**config.mk**
```make
export PLATFORM = sky130hd
export DESIGN_NAME = wb_queue
export DESIGN_NICKNAME = d
export VERILOG_FILES = /design/src/rtl/wb_queue.sv
export SDC_FILE = /design/constraint.sdc
export NUM_CORES = 1
export LEC_CHECK = 0
export CAP_MARGIN = 30
export CORE_MARGIN = 4
export CORE_UTILIZATION = 56
export CTS_BUF_LIST = sky130_fd_sc_hd__clkbuf_4 sky130_fd_sc_hd__clkbuf_8 sky130_fd_sc_hd__clkbuf_16
export CTS_CLUSTER_DIAMETER = 120
export DETAILED_ROUTE_END_ITERATION = 6
export PLACE_DENSITY_LB_ADDON = 0.2
export REMOVE_ABC_BUFFERS = 1
export SETUP_SLACK_MARGIN = 0.02
export SLEW_MARGIN = 20
export SYNTH_ARGS = -nofsm -noshare
export SYNTH_HDL_FRONTEND = slang
export SYNTH_SLANG_ARGS = --single-unit
```
**constraint.sdc**
```tcl
create_clock -name clk -period 4.8 [get_ports clk]
set_input_delay 0.72 -clock clk [delete_from_list [all_inputs] [get_ports clk]]
set_output_delay 0.72 -clock clk [all_outputs]
set_load 0.005 [all_outputs]
```
**src/rtl/wb_queue.sv**
```systemverilog
// In-order write-back queue feeding the register-file write port, with a pending-write lookup.
// Define WBQ_COALESCE_EN to merge a push into the newest entry when the destination matches.
module wb_queue #(
  parameter int DEPTH = 4
) (
  input  logic                     clk,
  input  logic                     reset,
  input  logic                     in_valid,
  output logic                     in_ready,
  input  logic [4:0]               in_addr,
  input  logic [31:0]              in_data,
  input  logic [31:0]              in_pc,
  input  logic                     drain_en,
  output logic                     grf_we,
  output logic [4:0]               grf_a3,
  output logic [31:0]              grf_wd,
  output logic [31:0]              grf_pc,
  input  logic [4:0]               q_addr,
  output logic                     q_hit,
  output logic [31:0]              q_data,
  output logic [$clog2(DEPTH):0]   count,
  output logic                     empty,
  output logic                     full
);

  localparam int PW = $clog2(DEPTH);
  localparam int CW = PW + 1;

  logic [PW-1:0]    head_q, head_d;
  logic [PW-1:0]    tail_q, tail_d;
  logic [CW-1:0]    cnt_q, cnt_d;
  logic [DEPTH-1:0] vld_q, vld_d;
  logic [4:0]       addr_q [DEPTH];
  logic [31:0]      data_q [DEPTH];
  logic [31:0]      pc_q   [DEPTH];

  logic [PW-1:0] newest;
  logic [PW-1:0] idx;
  logic          pop;
  logic          push;
  logic          alloc;
  logic          merge;
  logic          tail_match;

  assign count  = cnt_q;
  assign empty  = (cnt_q == '0);
  assign full   = (cnt_q == CW'(DEPTH));
  assign newest = tail_q - PW'(1);
  assign pop    = drain_en && !empty;

`ifdef WBQ_COALESCE_EN
  // Merging into the head while it leaves would lose the write.
  assign tail_match = (in_addr != 5'd0) && !empty
                   && (addr_q[newest] == in_addr)
                   && !(pop && (cnt_q == CW'(1)));
  assign in_ready   = !full || (in_valid && tail_match);
`else
  assign tail_match = 1'b0;
  assign in_ready   = !full;
`endif

  assign push  = in_valid && in_ready;
  assign merge = push && tail_match;
  assign alloc = push && (in_addr != 5'd0) && !tail_match;

  assign grf_we = pop;
  assign grf_a3 = empty ? 5'd0  : addr_q[head_q];
  assign grf_wd = empty ? 32'd0 : data_q[head_q];
  assign grf_pc = empty ? 32'd0 : pc_q[head_q];

  always_comb begin
    head_d = head_q;
    tail_d = tail_q;
    cnt_d  = cnt_q;
    vld_d  = vld_q;
    if (pop) begin
      head_d        = head_q + PW'(1);
      vld_d[head_q] = 1'b0;
    end
    if (alloc) begin
      tail_d        = tail_q + PW'(1);
      vld_d[tail_q] = 1'b1;
    end
    case ({alloc, pop})
      2'b10:   cnt_d = cnt_q + CW'(1);
      2'b01:   cnt_d = cnt_q - CW'(1);
      default: cnt_d = cnt_q;
    endcase
  end

  // Walk oldest to newest so the last match wins.
  always_comb begin
    q_hit  = 1'b0;
    q_data = 32'd0;
    idx    = head_q;
    for (int i = 0; i < DEPTH; i++) begin
      idx = head_q + PW'(i);
      if ((CW'(i) < cnt_q) && vld_q[idx]
          && (q_addr != 5'd0) && (addr_q[idx] == q_addr)) begin
        q_hit  = 1'b1;
        q_data = data_q[idx];
      end
    end
  end

  always_ff @(posedge clk) begin
    if (!reset) begin
      head_q <= '0;
      tail_q <= '0;
      cnt_q  <= '0;
      vld_q  <= '0;
    end else begin
      head_q <= head_d;
      tail_q <= tail_d;
      cnt_q  <= cnt_d;
      vld_q  <= vld_d;
      if (alloc) begin
        addr_q[tail_q] <= in_addr;
        data_q[tail_q] <= in_data;
        pc_q[tail_q]   <= in_pc;
      end
      if (merge) begin
        data_q[newest] <= in_data;
        pc_q[newest]   <= in_pc;
      end
    end
  end

endmodule
```
* Word level (Yosys, flattened, before mapping)
Memories as Yosys holds them, arrays and structs flattened. A register that Yosys moved wholly into a read port is not among the register bits. Cells that the tools add are included.
Word-level totals: register bits after elaboration 11, bits in latches 0, RAM bits 276, bits in read-only memories 0, input bits 78, output and inout bits 109, memories kept 3
Memory list:
- data_q | words 4, bits a word 32, rd ports 4, clocked after Yosys merged registers in 1, wr ports 1, RTL line 34 | logic [31:0] data_q [DEPTH];
- pc_q | words 4, bits a word 32, rd ports 1, clocked after Yosys merged registers in 1, wr ports 1, RTL line 35 | logic [31:0] pc_q [DEPTH];
- addr_q | words 4, bits a word 5, rd ports 4, clocked after Yosys merged registers in 1, wr ports 1, RTL line 33 | logic [4:0] addr_q [DEPTH];
Operators by class: add/sub/neg operators 6, $mul 0, div/mod/pow operators 0, $lt $le $gt $ge 11, equality and inequality tests 7, shift operators 0, multiplexer cells 35, bitwise operators 3, reductions and logical operators 23
Operators by type and width (count):
- $mux 32 | 6
- $eq 5x5->1 | 4
- $logic_and 1x1->1 | 17
- $lt 2x3->1 const B | 5
- $mux 1 | 13
- $mux 2 | 6
- $reduce_bool 5->1 | 2
- $bmux 1 s2 | 4
- $mux 4 | 2
- $lt 1x3->1 const A | 2
- $lt 2x3->1 const A | 2
- $pmux 3 s2 | 1
- $mux 5 | 1
- $add 2x1->2 const B | 2
- $add 2x2->2 const B | 2
- $and 4x4->4 | 1
- $demux 1 s2 | 2
- $ge 2x1->1 const B | 2
- $not 4->4 | 1
- $or 4x4->4 | 1
- $add 3x1->3 const B | 1
- $eq 3x3->1 const B | 1
- $logic_not 3->1 | 1
- $sub 3x1->3 const B | 1
- other kinds (4) | 5

* Depth between registers and ports, before layout
Gate-level depths: netlist of the first run.
word-level depth 9, mapped depth 17, mapped depth without buffers 8

* Worst setup path before layout of the first run
OpenSTA, ideal clock, no wires.
path kind register to output, start register head_q[0], end output port q_data[10], arrival 3.649 ns, data required time 4.080 ns, path slack 0.431 ns, stages on the path, launching flop included 17, cell sequence dfxtp_1 -> buf_6 -> buf_6 -> buf_2 -> buf_2 -> buf_2 -> inv_1 -> ha_1 -> buf_2 -> buf_2 -> mux4_2 -> nand3_1 -> or2_1 -> clkbuf_1 -> clkbuf_1 -> a31oi_1 -> o221ai_1
On the way: elaborated cells on any way between the ends 32, those cells by class 3 x add/sub; 3 x eq/ne; 12 x mux; 12 x reduce/logical; 2 x memory
RTL lines:
- start: declaration | RTL line 29 | logic [PW-1:0] head_q, head_d;
- start signal: assignment | RTL line 108 | head_q <= '0;
- start signal: assignment | RTL line 113 | head_q <= head_d;
- $add 2x2->2 * | RTL line 97 | idx = head_q + PW'(i);
- via idx[0] | RTL line 38 | logic [PW-1:0] idx;
- branches (longest 5 deep; another with $mem_v2 4x5)
- $mux 32 * | RTL line 98 | if ((CW'(i) < cnt_q) && vld_q[idx]
- end: declaration | RTL line 20 | output logic [31:0] q_data,
Mark *: on every way through the listed nets, which the timed path passes. The select of a mux whose other input is x is not followed.

* Worst setup path after layout of the first run
start register head_q[1], end output port q_data[3]
On the way: word-level cells in the longest chain between the ends 9, elaborated cells on any way between the ends 32, those cells by class 3 x add/sub; 3 x eq/ne; 12 x mux; 12 x reduce/logical; 2 x memory
Ends and longest elaborated chain (RTL line):
- branches (longest 8 deep; another with $mem_v2 4x5)
- $mux 32 * | 98
Mark *: on every way between the ends. The select of a mux whose other input is x is not followed.

==> results_dict.tcl, run 1 <==
set metrics [dict create \
    status "finished clean" \
    wl_um 34510 \
    pre_cts_slack_ns 0.3017 \
    drt_iter0_drc 723 \
    grt_overflow 0 \
    required_ns 4.08 \
    worstRegToRegCells 7 \
    worstPathCellList "buf_6 > mux4_2 > xor2_1 > nor4_4 > and2_4 > buf_4 > nand2_1 > o221ai_1 > clkdlybuf4s50_1" \
    rsz0062_at_grt "false" \
    p_int_mw 6.039 \
    initial_core_util 0.5718 \
    num_io_pins 187 \
    synth_simple_gate_area_frac 0.07723 \
    synth_compound_area_frac 0.07055 \
    arrival_ns 3.85 \
    dr.pass1.iters 5 \
    grt_max_degree 65 \
    maxCapViolations 0 \
    worst-path-max-fanout 42 \
    cts-root-buf "clkbuf_16" \
    grt_pass1_vias 9767 \
    fin_crit_sh 0.9529 \
    ant_nets 0 \
    synth-edff-count 276 \
    p_sw_frac 0.3076 \
    synth.largest_area_cell "edfxtp_1" \
    port_buffers 186 \
    via_count 9487 \
    async_reset_ff_frac 0 \
    switching_power_mw 2.682 \
    leakage_nw 5.532 \
    track_usage 0.2364 \
    num_rows 59 \
    max-slew-margin-rel 0.4810 \
    synth_top_family_by_area "multiplexers" \
    fin_worst_skew_ns 0.01251 \
    yosys.area_share.xor_xnor 0.01403 \
    ys_warn_count 0 \
    fmax_mhz 218.6 \
    drv_slew 0 \
    synthCells 979 \
    cp_slowest_cell "clkdlybuf4s50_1" \
    hold_class "reg -> reg" \
    hold_violations 0 \
    cts_sinks 289 \
    die_height_um 171.6 \
    power.density_nw_per_um2 481.0 \
    synth_area_leaders "edfxtp_1 55%, mux4_2 18%, nor2b_1 3.0%" \
    crit_end "q_data[3]" \
    worstSetupPathType "reg -> out" \
    tritoncts "done" \
    cts_buffer_depth 3 \
    rrSetupSlack_ns 1.80 \
    cts_hold_buf 0 \
    ys_types 43 \
    wl_per_cell_um 23.05 \
    synth_ff_type "edfxtp_1" \
    place_hpwl_um 21140 \
    final_nets 1226 \
    placed_area_um2 17130 \
    min_period_ns 4.574 \
    path_clk_slew_ns 0.06 \
    setup_viol 0 \
    drive_gt1_frac 0.2224 \
    r2r_end "data_q[2][6]$_DFFE_PP_" \
    routabilityCongestion 0.7720 \
    clock_latency_ns 0.54 \
    core_area_um2 26210 \
    pwr-share-comb 0.401 \
    num-fill-cells 1782 \
    synth.avg_cell_area_um2 15.31 \
    synth.area.mux_share 0.2278 \
    die-area_um2 29440 \
    die_w_um 171.6 \
    r2r-start "count[0]$_SDFFE_PN0P_" \
    synth_top_cell_area_share 0.5531 \
    drc 0 \
    seqPwrFrac 0.345 \
    synth_area_um2 14990 \
    finalInstanceArea_um2 18130 \
    start_kind "register" \
    numCtsBuffers 30 \
    worstMarginPinSlew_ns 0.7785 \
    end_kind "primary output" \
    p_total_mw 8.721 \
    ys_seq_area_frac 0.5704 \
    seq_area_um2 8561 \
    syn_to_final_growth_pct 20.98 \
    fin_ws_ns 0.2260 \
    power_frac_clock 0.254 \
    htree_num_levels 1 \
    grt_pass1_wl_um 54080 \
    ys_seq_elements 289 \
    peakVddDrop_v 0.0003768 \
    slowest_delay_ns 0.59 \
    multi_input_area_um2 6028 \
    synth_fa_ha_area_frac 0.01002 \
    viasPerCell 6.337 \
    antenna_found_initial 2 \
    crit_start "head_q[1]$_SDFFE_PN0P_" \
]
==> how the worst min path moves through the flow <==
| stage | depth (start not counted) | slack [ns] | to | start |
|---|---|---|---|---|
| 3_3_place_gp | 2 | 0.55 | tail_q[1]$_SDFFE_PN0N_ | tail_q[1]$_SDFFE_PN0N_ |
| 3_5_place_dp | 1 | 0.55 | vld_q[1]$_SDFF_PN0_ | vld_q[1]$_SDFF_PN0_ |
| 5_1_grt | 1 | 0.60 | vld_q[0]$_SDFF_PN0_ | vld_q[0]$_SDFF_PN0_ |
| 4_1_cts | 1 | 0.56 | vld_q[2]$_SDFF_PN0_ | vld_q[2]$_SDFF_PN0_ |
| 6_report | 2 | 0.57 | tail_q[1]$_SDFFE_PN0N_ | tail_q[1]$_SDFFE_PN0N_ |
| 2_1_floorplan | 1 | 0.51 | vld_q[0]$_SDFF_PN0_ | vld_q[0]$_SDFF_PN0_ |
==> Yosys cell counts, types with 12 or more instances <==
cell / n
mux4_2: 120
nor2_1: 40
nor2b_1: 71
clkbuf_1: 44
o221ai_1: 20
mux2_2: 32
edfxtp_1: 276
nand2_1: 66
dfxtp_1: 13
nor3_1: 32
a21oi_1: 33
ha_1: 12
buf_2: 26
mux2i_1: 35
xnor2_1: 17
o211ai_1: 36
a31oi_1: 32
==> metrics by stage <==
| stage | util | std cells | hold slack (ns) | setup TNS (ns) |
|---|---|---|---|---|
| after detailed placement | 0.6535 | 1436 | 0.5454 | 0 |
| after global routing | 0.6917 | 1496 | 0.6000 | 0 |
| final | 0.6918 | 1497 | 0.5684 | 0 |
| after CTS | 0.6912 | 1494 | 0.5640 | 0 |
| after global placement | 0.6535 | 1436 | 0.5488 | 0 |
| after floorplan | - | 890 | 0.5075 | -206.21 |
==> metal layers <==
metal | vias up | track usage | routed length (um)
li1 | 4258 | - | -
met1 | 4760 | 0.3240 | 13670
met2 | 398 | 0.3878 | 17100
met3 | 69 | 0.04849 | 2868
met4 | 2 | 0.07268 | 847
met5 | - | 0 | 10
==> flip-flops by register name, indices dropped and copies added (netlist names), named ones only <==
signal  cells
data_q    128
tail_q      2
pc_q      128
count       3
vld_q       4
head_q      2
addr_q     20
==> kinds of logic after synthesis <==
group	after synthesis
flip-flops	289
AND/OR/NAND/NOR	227
multiplexers	187
AO/OA/AOI/OAI	143
buffers and inverters	97
XOR/XNOR	24
adder cells (fa/ha/maj)	12
==> timing repair <==
action / in CTS / in global routing
buffers inserted: 2 / 1
resized for setup: 2 / 1
pin swaps: 1 / 0
endpoints found under the setup margin: 32 / 31
==> area by class of cell <==
| class | instances | area share |
|---|---|---|
| multi-input combinational | 593 | 0.3325 |
| inverter | 8 | 0.001656 |
| sequential | 289 | 0.4722 |
| clock buffer | 37 | 0.04527 |
| antenna | 2 | 0.0002761 |
| tap | 335 | 0.02312 |
| clock inverter | 19 | 0.007798 |
| timing repair buffer | 214 | 0.1172 |
==> critical path: cells and delay by family, from the launching register on <==
| kind | cells | cell delay [ns] |
|---|---|---|
| xor gates and xnor gates | 1 | 0.18 |
| and+or+nand+nor | 3 | 0.63 |
| muxes | 1 | 0.39 |
| DFF | 1 | 0.34 |
| AOI/OAI and AO/OA | 1 | 0.35 |
| buffers and inverters | 3 | 1.40 |
==> cells in the final DEF, fill, tap and decap left out, types with 33 or more instances in the layout <==
cell type / instances
nand2_1: 66
nor2_1: 40
mux2i_1: 35
o211ai_1: 36
clkdlybuf4s50_1: 186
edfxtp_1: 276
mux4_2: 120
a21oi_1: 33
nor2b_1: 70
==> power groups by stage <==
stage          clock, mW  sequential (mW)  combinational (mW)
4_1_cts             2.26             3.03                3.51
3_3_place_gp           0             3.08                3.44
3_5_place_dp           0             3.08                3.45
6_report            2.22             3.01                3.50
2_1_floorplan          0             3.30                2.06
5_1_grt             2.38             3.02                3.80
Power figures use the tool's default switching activity.
==> run 2, diff against run 1 <==
Settings changed: HOLD_SLACK_MARGIN set to 0.02.
==> results of run 2 <==
No change in the layout: final DEF, timing and power equal those of run 1.
